`src/rtl/cpu_instr_feeder.sv`:
```
// cpu_instr_feeder: buffered instruction issuer for the cpu core's 8-bit input.
// A valid/ready FIFO collects instruction bytes. A slot FSM issues them one per
// clock, keeps an opcode and its operand adjacent, stretches hold-class opcodes
// to two cycles, and drives NOP_CODE whenever no complete instruction is ready.
module cpu_instr_feeder #(
    parameter int          DEPTH    = 16,
    parameter logic [7:0]  NOP_CODE = 8'hF0
) (
    input  logic       clk,
    input  logic       reset,
    input  logic [7:0] s_data,
    input  logic       s_valid,
    output logic       s_ready,
    input  logic       pause,
    output logic [7:0] cpu_in,
    output logic       busy,
    output logic [7:0] issued_cnt
);

    localparam int AW = $clog2(DEPTH);
    localparam int CW = AW + 1;

    // State names the slot that cpu_in carries during the current cycle.
    typedef enum logic [1:0] {
        ST_IDLE = 2'd0,
        ST_OP   = 2'd1,
        ST_DATA = 2'd2,
        ST_HOLD = 2'd3
    } state_t;

    // Opcode followed immediately by one data byte.
    function automatic logic is_operand_class(input logic [7:0] op);
        case (op[7:4])
            4'b0110, 4'b0111, 4'b1000: is_operand_class = 1'b1;
            default:                   is_operand_class = 1'b0;
        endcase
    endfunction

    // Opcode that must be driven for two consecutive cycles.
    function automatic logic is_hold_class(input logic [7:0] op);
        case (op[7:4])
            4'b1010, 4'b1100: is_hold_class = 1'b1;
            default:          is_hold_class = 1'b0;
        endcase
    endfunction

    logic [7:0]    mem_q [DEPTH];
    logic [AW-1:0] wr_ptr_q, wr_ptr_d;
    logic [AW-1:0] rd_ptr_q, rd_ptr_d;
    logic [CW-1:0] count_q, count_d;
    state_t        state_q, state_d;
    logic [7:0]    cpu_in_q, cpu_in_d;
    logic [7:0]    issued_q, issued_d;

    logic          full_s;
    logic          push_s;
    logic          pop_s;
    logic          issue_s;
    logic          boundary_s;
    logic          can_issue_s;
    logic [7:0]    head_s;

    assign full_s  = (count_q == CW'(DEPTH));
    assign push_s  = s_valid && !full_s;
    assign head_s  = mem_q[rd_ptr_q];

    assign s_ready    = !full_s;
    assign cpu_in     = cpu_in_q;
    assign busy       = (state_q != ST_IDLE);
    assign issued_cnt = issued_q;

    // A new opcode may start only if unpaused and, for operand class, its operand is already buffered.
    always_comb begin
        can_issue_s = 1'b0;
        if (pause || (count_q == {CW{1'b0}})) begin
            can_issue_s = 1'b0;
        end else if (is_operand_class(head_s) && (count_q < CW'(2))) begin
            can_issue_s = 1'b0;
        end else begin
            can_issue_s = 1'b1;
        end
    end

    // Next-slot selection and the byte/pop/issue actions for that slot.
    always_comb begin
        state_d    = state_q;
        cpu_in_d   = cpu_in_q;
        pop_s      = 1'b0;
        issue_s    = 1'b0;
        boundary_s = 1'b0;

        case (state_q)
            ST_OP: begin
                if (is_operand_class(cpu_in_q)) begin
                    state_d = ST_DATA;
                end else if (is_hold_class(cpu_in_q)) begin
                    state_d = ST_HOLD;
                end else begin
                    boundary_s = 1'b1;
                end
            end
            ST_IDLE, ST_DATA, ST_HOLD: boundary_s = 1'b1;
            default:                   boundary_s = 1'b1;
        endcase

        if (boundary_s) begin
            if (can_issue_s) begin
                state_d = ST_OP;
            end else begin
                state_d = ST_IDLE;
            end
        end else begin
            state_d = state_d;
        end

        case (state_d)
            ST_IDLE: cpu_in_d = NOP_CODE;
            ST_OP: begin
                cpu_in_d = head_s;
                pop_s    = 1'b1;
                issue_s  = 1'b1;
            end
            ST_DATA: begin
                cpu_in_d = head_s;
                pop_s    = 1'b1;
            end
            ST_HOLD: cpu_in_d = cpu_in_q;
            default: cpu_in_d = NOP_CODE;
        endcase
    end

    // FIFO pointer, occupancy and issue counter next-state.
    always_comb begin
        wr_ptr_d = wr_ptr_q;
        rd_ptr_d = rd_ptr_q;
        count_d  = count_q;
        issued_d = issued_q;
        if (push_s) begin
            wr_ptr_d = wr_ptr_q + AW'(1);
        end else begin
            wr_ptr_d = wr_ptr_q;
        end
        if (pop_s) begin
            rd_ptr_d = rd_ptr_q + AW'(1);
        end else begin
            rd_ptr_d = rd_ptr_q;
        end
        case ({push_s, pop_s})
            2'b10:   count_d = count_q + CW'(1);
            2'b01:   count_d = count_q - CW'(1);
            default: count_d = count_q;
        endcase
        if (issue_s) begin
            issued_d = issued_q + 8'd1;
        end else begin
            issued_d = issued_q;
        end
    end

    // Control and output registers with synchronous reset.
    always_ff @(posedge clk) begin
        if (reset) begin
            wr_ptr_q <= {AW{1'b0}};
            rd_ptr_q <= {AW{1'b0}};
            count_q  <= {CW{1'b0}};
            state_q  <= ST_IDLE;
            cpu_in_q <= NOP_CODE;
            issued_q <= 8'd0;
        end else begin
            wr_ptr_q <= wr_ptr_d;
            rd_ptr_q <= rd_ptr_d;
            count_q  <= count_d;
            state_q  <= state_d;
            cpu_in_q <= cpu_in_d;
            issued_q <= issued_d;
        end
    end

    // FIFO storage; contents need no reset since occupancy gates every read.
    always_ff @(posedge clk) begin
        if (push_s) begin
            mem_q[wr_ptr_q] <= s_data;
        end
    end

endmodule

```
`config.mk`:
```
export PLATFORM = sky130hd
export DESIGN_NAME = cpu_instr_feeder
export DESIGN_NICKNAME = d
export VERILOG_FILES = /design/src/rtl/cpu_instr_feeder.sv
export SDC_FILE = /design/constraint.sdc
export NUM_CORES = 1
export LEC_CHECK = 0
export ABC_CLOCK_PERIOD_IN_PS = 6000
export BUFFER_PORTS_ARGS = -buffer_cell sky130_fd_sc_hd__buf_4
export CORE_MARGIN = 4
export CORE_UTILIZATION = 48
export DETAILED_ROUTE_END_ITERATION = 8
export PLACE_DENSITY = 0.62
export SYNTH_ARGS = -nofsm -noshare
export SYNTH_HDL_FRONTEND = slang
export SYNTH_SLANG_ARGS = --single-unit
```
`constraint.sdc`:
```
create_clock -name clk -period 6 [get_ports clk]
set_input_delay 0.3 -clock clk [delete_from_list [all_inputs] [get_ports clk]]
set_output_delay 0.3 -clock clk [all_outputs]
set_load 0.05 [all_outputs]
```
==> results.md, run 1 <==
* Outcome: complete, no violations
* CTS root buffer: clkbuf_16
* CTS max path bufs at 2
* Core area at 13400 um^2
* Total power at 2.95 mW
* Syn Nets at 416
* WL/cell at 20.2 um
* CTS buffer count at 17
* Total of max-cap violations at 0
* Die Width at 126 um
* Reg clk slew, reported paths at 0.06 ns
* R2R cell count at 17
* Peak supply drop at 0.000183 V
* Vias in the first global route at 3487
* Largest net degree at the start of global routing at 33
* Hold Startpoint: s_data[0]
* Gpl congestion at 0.766
* Die ar. at 15800 um^2
* Total track usage at 0.169
* DRC errors left at 0
* HP Class: in2reg
* Final Non-Filler Cells at 615
* F_max at 204 MHz
* Initial drt markers at 307
* Final min period at 4.89 ns
* Hold_ws at 0.186 ns
* Hold Path Sink: mem_q[12][0]
* CP startpoint kind: flip-flop
* Sink Count at 163
* IO Pins at 30
* Syn. warnings at 0
* Die Height at 126 um
* Initial antenna violation count at 0
* Clk Latency, worst-skew pair at 0.42 ns
* Mapped Cells at 393
* CP endpoint kind: flip-flop
* Worst-Margin Slew at 0.987 ns
* Register area share after synthesis at 0.685
* Global-route wire length before repair at 20000 um
* Drt total wl at 12400 um
* Initial core utilization at 0.495
* Setup CP Type: reg2reg
* CTS tree: yes
* Relative slew slack at 0.339
* PD cells at 393 nW/um^2
* Syn-to-layout area delta at 13.2%
* Top cell type's share of synthesized area at 0.580
* Setup Skew at 0.00731 ns
* Most frequent cells in the layout: edfxtp_1, nor2_1, dfxtp_1, buf_4, mux4_1
* Cell count after placement at 583
* Dpl hpwl at 8060 um
* Top post-synthesis cells by area: edfxtp_1, dfxtp_1, mux4_1
* Required @ worst endpoint at 6.34 ns
* Post-CTS Resized at 0
* Worst hold path depth at 1
* TNS Setup at 0 ns
* Final setup violation count at 0
* Vias after detailed routing at 3422
* Slew Limit Fails at 0
* Top_reg_cell synth: edfxtp_1
* Port bufs at 29
* Distinct cells, synth at 38
* Syn_area_per_cell at 16.9 um^2
* Reg2reg end: count_q[4]
* Share of layout cells above drive strength 1 at 0.173
* Antenna Cells at 0
* Final #Nets at 449
* Cts hold-fix bufs at 0
* #FFs+latches synth at 163
* Final ANT Viol Nets at 0
* CTS H-Tree Depth at 4
* Final Hold Violating Endpoints at 0
* Fillers at 1051
* Post-synth ARST share at 0
* Cell taking the most area after synthesis: edfxtp_1
* Unrepaired setup endpoints after global routing: no
* Pleak at 2.55 nW
* Grt ovf at 0
* EDFF count, synth at 128
* Register-to-register setup slack at 1.11 ns
* Drt first pass iters at 4
* Commonest non-fill, non-tap cell in the layout: edfxtp_1
* Fin util at 0.561
* # Post-CTS Setup Buffers at 0
* Critical path peak fanout at 23
* Fin crit share at 0.815
* Via density at 5.56
* Site Rows at 42
* Syn Std Cell Area at 6630 um^2
* Arr. time, crit path at 5.24 ns
-- per-layer routing --
metal | up-vias | global-route usage | wire (um) | part of all wire
met3 | 12 | 0.0452 | 597 | 0.048
li1 | 1599 | - | - | -
met5 | - | 0 | 0 | 0
met1 | 1735 | 0.231 | 5510 | 0.44
met2 | 76 | 0.263 | 6130 | 0.49
met4 | 0 | 0.0606 | 179 | 0.014
-- kinds of logic after synthesis --
| group | count (synthesis) | share of synthesized area |
|---|---|---|
| multiplexers | 40 | 0.143 |
| buffers and inverters | 27 | 0.0243 |
| AO/OA/AOI/OAI | 32 | 0.0302 |
| AND/OR/NAND/NOR | 105 | 0.0768 |
| flip-flops | 163 | 0.685 |
| adder cells (fa/ha/maj) | 11 | 0.0208 |
| XOR/XNOR | 15 | 0.0198 |
-- state kept, by name (all words and copies together) (netlist names), named ones only --
name and cells:
count_q 5, mem_q 128, cpu_in 8, rd_ptr_q 4
issued_cnt 8, state_q 2, wr_ptr_q 4
-- worst max-delay path, cell delays in order (launching register included) --
cell and delay (ns):
dfxtp_2 0.80, mux4_1 0.64, a22oi_1 0.21, and3_1 0.22, or3b_1 0.35, a41oi_1 0.26
nor2_1 0.10, ha_1 0.37, inv_1 0.13, ha_1 0.35, xor2_1 0.18, ha_1 0.16
a21oi_1 0.07, o21bai_1 0.15, a22oi_1 0.09, o221a_2 0.29, or3_1 0.30, a21oi_1 0.15
-- power by group --
part | switching (mW) | internal (mW) | total [mW] | leakage, nW
registers | 0.0805 | 1.29 | 1.37 | 1.44
clock network | 0.395 | 0.573 | 0.968 | 0.262
logic | 0.338 | 0.273 | 0.612 | 0.848
-- worst max-delay path by stage --
stage                       endpoint  startpoint  slack (ns)
final                     count_q[4]   flip-flop        1.11
after global routing      count_q[4]   flip-flop        0.72
after CTS                 count_q[4]   flip-flop        1.09
after detailed placement  count_q[4]   flip-flop        1.10
after global placement    count_q[4]   flip-flop        1.27
after floorplan           count_q[4]   flip-flop        1.83
-- area by class of cell --
type	instances	area, um^2	area share
Sequential cell	163	4550	0.605
Multi-Input combinational cell	203	1930	0.257
Clock buffer	27	504	0.0671
Timing Repair Buffer	34	255	0.0340
Tap cell	176	220	0.0293
Clock inverter	5	27.5	0.00366
Inverter	7	26.3	0.00350
-- cells in the mapped netlist, drive strengths merged (3+ instances only) --
| cell | instances |
|---|---|
| a21oi | 12 |
| a22oi | 9 |
| and3 | 5 |
| buf | 9 |
| clkbuf | 11 |
| dfxtp | 35 |
| edfxtp | 128 |
| ha | 11 |
| inv | 7 |
| mux2i | 4 |
| mux4 | 36 |
| nand2 | 15 |
| nand2b | 3 |
| nand3 | 6 |
| nand4 | 5 |
| nor2 | 41 |
| nor2b | 8 |
| nor3 | 6 |
| o21ai | 6 |
| or2 | 5 |
| or3 | 5 |
| xnor2 | 4 |
| xor2 | 11 |
-- through the flow --
stage | area (um^2) | setup WS, ns
floorplan | 6630 | 1.83
global placement | 6980 | 1.27
detailed placement | 6980 | 1.10
CTS | 7510 | 1.09
global route | 7510 | 0.720
finish | 7510 | 1.11
Power figures use the tool's default switching activity.
==> run 2: changes to the inputs <==
--- a/config.mk
+++ b/config.mk
@@ -5,7 +5,7 @@
 export SDC_FILE = /design/constraint.sdc
 export NUM_CORES = 1
 export LEC_CHECK = 0
-export ABC_CLOCK_PERIOD_IN_PS = 6000
+export ABC_CLOCK_PERIOD_IN_PS = 5100
 export BUFFER_PORTS_ARGS = -buffer_cell sky130_fd_sc_hd__buf_4
 export CORE_MARGIN = 4
 export CORE_UTILIZATION = 48
==> constraint.sdc (replaced) <==
create_clock -name clk -period 5.1 [get_ports clk]
set_input_delay 0.255 -clock clk [delete_from_list [all_inputs] [get_ports clk]]
set_output_delay 0.255 -clock clk [all_outputs]
set_load 0.05 [all_outputs]
==> run 2 against run 1 <==
Sequential share of layout area is 0.58 points lower; clock power is 30% higher; first-iteration DRC count is 22% lower; register-to-register slack worse by 0.67 ns; critical path type unchanged; non-clock buffer count stayed put.
==> results.md, run 2 (synthesis gave the netlist of run 1 again) <==
* Setup CP Type: reg2reg
* CTS tree: yes
* Outcome: complete, no violations
* Switch share at 0.274 (-0.00169)
* CTS buffer count at 17 (unchanged)
* Critical path peak fanout at 14 (-39%)
* Syn-to-layout area delta at 14.3%
* Initial antenna violation count at 0 (unchanged)
* Peak supply drop at 0.000251 V (+37%)
* CTS root buffer: clkbuf_16
* Slew Limit Fails at 0 (unchanged)
* Total track usage at 0.169 (about the same)
* CTS H-Tree Depth at 4 (unchanged)
* Max reg flops at 128 (unchanged)
* Drt first pass iters at 4 (unchanged)
* Cts hold-fix bufs at 0 (unchanged)
* HP Class: in2reg
* Initial core utilization at 0.495 (unchanged)
* Dpl hpwl at 7990 um (-0.90%)
* F_max at 214 MHz (+4.9%)
* Largest Register: mem_q
* Final Hold Violating Endpoints at 0 (unchanged)
* Vias in the first global route at 3397 (-2.6%)
* Grt ovf at 0 (unchanged)
* PD cells at 474 nW/um^2 (+21%)
* Initial drt markers at 240 (-22%)
* Final ANT Viol Nets at 0 (unchanged)
* CP startpoint kind: flip-flop
* Net switching power at 0.986 mW (+21%)
* CTS max path bufs at 2 (unchanged)
* Final setup violation count at 0 (unchanged)
* Total of max-cap violations at 0 (unchanged)
* Antenna Cells at 0 (unchanged)
* Sequential power share at 0.443 (-0.021)
* Worst hold path depth at 1 (unchanged)
* Int Pwr at 2.61 mW (+22%)
* WL/cell at 20.6 um (+2.3%)
* Setup Skew at 0.00737 ns (+0.0000619 ns)
* Pleak at 2.59 nW (+1.6%)
* DRC errors left at 0 (unchanged)
* Register-to-register setup slack at 0.44 ns (-0.67 ns)
* TNS Setup at 0 ns (unchanged)
* Global-route wire length before repair at 19600 um (-2.1%)
* Unrepaired setup endpoints after global routing: no
* Port bufs at 29 (unchanged)
* Clock share of power at 0.352 (+0.024)
* Fin crit share at 0.914 (+0.0988)
* Vias after detailed routing at 3418 (-0.12%)
* Final min period at 4.66 ns (-0.230 ns)
* Largest net degree at the start of global routing at 33 (unchanged)
* R2R cell count at 17 (unchanged)
* Share of layout cells above drive strength 1 at 0.191 (+0.0182)
* Die Height at 126 um (unchanged)
* Via density at 5.56 (-0.12%)
* Arr. time, crit path at 5.01 ns (-0.23 ns)
* # Post-CTS Setup Buffers at 0 (unchanged)
* Final #Nets at 449 (unchanged)
* Commonest non-fill, non-tap cell in the layout: edfxtp_1
* Most frequent cells in the layout: edfxtp_1, nor2_1, dfxtp_1, buf_4, mux4_1
* Drt total wl at 12700 um (+2.3%)
* CP endpoint kind: flip-flop
* Core area at 13400 um^2 (unchanged)
* Reg clk slew, reported paths at 0.06 ns (about the same)
* Hold Startpoint: s_data[3]
* Required @ worst endpoint at 5.45 ns (-0.89 ns)
* Die ar. at 15800 um^2 (unchanged)
* Worst-Margin Slew at 1.13 ns (+0.145 ns)
* Total power at 3.59 mW (+22%)
* Clk Latency, worst-skew pair at 0.42 ns (about the same)
* Sink Count at 163 (unchanged)
* IO Pins at 30 (unchanged)
* Reg2reg end: count_q[4]
* Hold Path Sink: mem_q[10][3]
* Fillers at 1006 (-4.3%)
* Post-CTS Resized at 0 (unchanged)
* Die Width at 126 um (unchanged)
* Hold_ws at 0.144 ns (-0.0426 ns)
* Logic pwr share at 0.205 (-0.002)
* Relative slew slack at 0.243 (-0.0968)
* Site Rows at 42 (unchanged)
* Gpl congestion at 0.769 (+0.34%)
[run 2: changes by cell type in the layout (fill, tap and decap cells not counted), sizes merged]
cell / change
bufinv: +3
clkinv: +3
clkbuf: -9
clkinvlp: +1
inv: +2
[run 2: routing by layer]
metal / part of all wire / GRT usage
met5: 0 / 0
met3: 0.050 / 0.0520
met4: 0.018 / 0.0740
met1: 0.45 / 0.215
met2: 0.48 / 0.269
[run 2: how the worst max path moves through the flow]
stage               from          to  slack (ns)  cells after the start
5_1_grt        flip-flop  count_q[4]        0.18                     17
3_5_place_dp   flip-flop  count_q[4]        0.49                     17
3_3_place_gp   flip-flop  count_q[4]        0.62                     17
2_1_floorplan  flip-flop  count_q[4]        0.93                     20
6_report       flip-flop  count_q[4]        0.44                     17
4_1_cts        flip-flop  count_q[4]        0.48                     17
[run 2: final cells by class]
| type | count | area, um^2 | share of cell area |
|---|---|---|---|
| multi-input cells | 203 | 1950 | 0.257 |
| clock buffers | 18 | 429 | 0.0566 |
| repair buffers | 34 | 255 | 0.0337 |
| flip-flops and latches | 163 | 4550 | 0.599 |
| clock inverters | 14 | 160 | 0.0211 |
| well taps | 176 | 220 | 0.0290 |
| inverters | 7 | 26.3 | 0.00346 |
[run 2: through the flow]
stage               instances  instance area [um^2]  worst slack (ns)   util
finish                    615                  7580             0.437  0.566
global route              615                  7580             0.180  0.566
CTS                       615                  7580             0.477  0.566
detailed placement        583                  6990             0.492  0.522
global placement          583                  6990             0.619  0.522
floorplan                 393                  6630             0.929      -
[run 2: worst max-delay path, cell delays in order (launching register included)]
cell      delay (ns)
dfxtp_2         0.58
mux4_1          0.61
a22oi_1         0.22
and3_1          0.23
or3b_1          0.37
a41oi_1         0.27
nor2_1          0.09
ha_1            0.36
inv_1           0.12
ha_1            0.34
xor2_1          0.18
ha_1            0.16
a21oi_1         0.07
o21bai_1        0.16
a22oi_1         0.09
o221a_2         0.29
or3_1           0.30
a21oi_1         0.14
[run 2: power by group through the flow]
stage	combinational [mW]	sequential, mW	clock [mW]
global placement	0.731	1.62	0
detailed placement	0.742	1.62	0
floorplan	0.531	1.66	0
finish	0.737	1.59	1.26
CTS	0.744	1.59	1.28
global route	0.801	1.60	1.36
==> run 3: changes to the inputs <==
--- a/config.mk
+++ b/config.mk
@@ -6,10 +6,11 @@
 export NUM_CORES = 1
 export LEC_CHECK = 0
 export ABC_CLOCK_PERIOD_IN_PS = 5100
-export BUFFER_PORTS_ARGS = -buffer_cell sky130_fd_sc_hd__buf_4
+export BUFFER_PORTS_ARGS = -buffer_cell sky130_fd_sc_hd__buf_2
 export CORE_MARGIN = 4
 export CORE_UTILIZATION = 48
 export DETAILED_ROUTE_END_ITERATION = 8
+export GPL_ROUTABILITY_DRIVEN = 1
 export PLACE_DENSITY = 0.62
 export SYNTH_ARGS = -nofsm -noshare
 export SYNTH_HDL_FRONTEND = slang
==> run 3 against run 2 <==
Clock power fell by 13%; total power fell by 5.3%; via count fell by 0.61%; fmax is 2.8% higher; non-clock buffer count increased by 2; combinational power is 1% lower.
==> results.md, run 3 (synthesis gave the netlist of run 1 again) <==
* Outcome: complete, no violations
* Fin util at 0.554 (-0.0119)
* CTS H-Tree Depth at 4 (unchanged)
* Final #Nets at 451 (+0.45%)
* Largest net degree at the start of global routing at 33 (unchanged)
* Register area at 4550 um^2 (unchanged)
* Max reg flops at 128 (unchanged)
* CP peak stage delay at 0.60 ns (about the same)
* Critical path peak fanout at 12 (-2)
* M2 GR Usage at 0.252 (-0.0170)
* Largest Register: mem_q
* Final Hold Violating Endpoints at 0 (unchanged)
* TNS Setup at 0 ns (unchanged)
* Worst path slowest cell: mux4_1
* CTS tree: yes
* Total power at 3.40 mW (-5.3%)
* Grt ovf at 0 (unchanged)
* Required @ worst endpoint at 5.45 ns (about the same)
* Core area at 13400 um^2 (unchanged)
* Reg clk slew, reported paths at 0.06 ns (about the same)
* Syn-to-layout area delta at 11.9%
* Area post-placement at 6930 um^2 (-0.97%)
* Initial drt markers at 205 (-15%)
* Drt total wl at 12200 um (-3.9%)
* Total of max-cap violations at 0 (unchanged)
* Setup Skew at 0.0154 ns (+0.00802 ns)
* Commonest non-fill, non-tap cell in the layout: edfxtp_1
* Initial antenna violation count at 0 (unchanged)
* Arr. time, crit path at 4.88 ns (-0.13 ns)
* Cts hold-fix bufs at 0 (unchanged)
* Initial core utilization at 0.495 (unchanged)
* Final setup violation count at 0 (unchanged)
* Sink Count at 163 (unchanged)
* CP dominant cell by count: ha_1
* Setup CP Type: reg2reg
* Die ar. at 15800 um^2 (unchanged)
* Port bufs at 29 (unchanged)
* Fillers at 1084 (+7.8%)
* Global-route wire length before repair at 19100 um (-2.6%)
* M1 GR Usage at 0.222 (+0.00730)
* PD cells at 458 nW/um^2 (-3.2%)
* Drt first pass iters at 4 (unchanged)
* DRC errors left at 0 (unchanged)
* CP endpoint kind: flip-flop
* Dpl hpwl at 8130 um (+1.8%)
* Cell Chain, Critical Path: mux4_1, a22oi_1, and3_1, or3b_1, a41oi_1, nor2_1, ha_1, inv_1, ha_1, xor2_1, ha_1, a21oi_1, o21bai_1, a22oi_1, o221a_2, or3_1, a21oi_1
* Clk Latency, worst-skew pair at 0.43 ns (about the same)
* IO Pins at 30 (unchanged)
* Vias in the first global route at 3353 (-1.3%)
* CTS root buffer: clkbuf_16
* Via density at 5.52 (-0.61%)
* Worst-Margin Slew at 0.923 ns (-0.209 ns)
* Final min period at 4.54 ns (-0.125 ns)
* Most frequent cells in the layout: edfxtp_1, nor2_1, dfxtp_1
* Met3 Use GR at 0.0473 (-0.00469)
* Fin crit share at 0.890 (-0.0245)
* WL/cell at 19.8 um (-3.9%)
* HP Class: in2reg
* Die Width at 126 um (unchanged)
* Gpl congestion at 0.792 (+3.0%)
* CTS max path bufs at 2 (unchanged)
* Relative slew slack at 0.383 (+0.140)
* Post-CTS Resized at 0 (unchanged)
* CTS buffer count at 17 (unchanged)
* F_max at 220 MHz (+2.8%)
* Share of layout cells above drive strength 1 at 0.189 (-0.00228)
* Gr busiest metal: met2
* Pleak at 2.54 nW (-2.2%)
* # Post-CTS Setup Buffers at 0 (unchanged)
* Site Rows at 42 (unchanged)
* Antenna Cells at 0 (unchanged)
* Vias after detailed routing at 3397 (-0.61%)
* Multi-input gate area at 1940 um^2 (-0.51%)
* Peak supply drop at 0.000275 V (+9.7%)
* Unrepaired setup endpoints after global routing: no
* Total track usage at 0.162 (-0.00662)
* Final Instance Area at 7420 um^2 (-2.1%)
* Die Height at 126 um (unchanged)
* Slew Limit Fails at 0 (unchanged)
* Final ANT Viol Nets at 0 (unchanged)
* CP startpoint kind: flip-flop
run 3: cell types whose count changed in the layout (fill, tap and decap cells not counted), moves of 3 or more:
cell       previous run  this run
bufinv_16             3         0
clkinv_2              4         7
buf_2                 0        29
buf_4                34         7
run 3: final cells by class:
class                      instances  area share
clock buffer                      19      0.0583
multi-input combinational        203       0.261
timing repair buffer              36      0.0266
clock inverter                    11     0.00876
sequential                       163       0.612
tap                              176      0.0297
inverter                           7     0.00354
run 3: final timing paths:
kind / depth (start not counted) / slack (ns) / to / startpoint
worst min register to register: 2 / 0.49 / issued_cnt[7] / issued_cnt[7]
worst min-delay path: 1 / 0.22 / mem_q[4][3] / s_data[3]
worst max register to register: 17 / 0.56 / count_q[4] / flip-flop
worst max-delay path: 17 / 0.56 / count_q[4] / flip-flop
run 3: metal layers:
layer	vias to the layer above	wire length, um
li1	1602	-
met1	1695	5340
met2	88	5930
met3	12	773
met4	0	156
met5	-	0
run 3: metrics by stage:
step	cells	hold WS, ns	worst slack [ns]
2_1_floorplan	393	0.354	0.929
3_3_place_gp	585	0.470	0.644
3_5_place_dp	585	0.476	0.578
4_1_cts	615	0.205	0.548
5_1_grt	615	0.224	0.196
6_report	615	0.216	0.562
run 3: worst max-delay path: cells and delay by family (launching register included):
family                     cells  cell delay, ns
AOI/OAI and AO/OA              7            1.17
and+or+nand+nor                4            0.99
adders and majority gates      3            0.85
muxes                          1            0.60
DFF                            1            0.53
xor gates and xnor gates       1            0.19
buffers and inverters          1            0.12
run 3: power by group:
group / internal, mW / switching [mW]
logic: 0.311 / 0.419
clock network: 0.609 / 0.477
registers: 1.52 / 0.0720
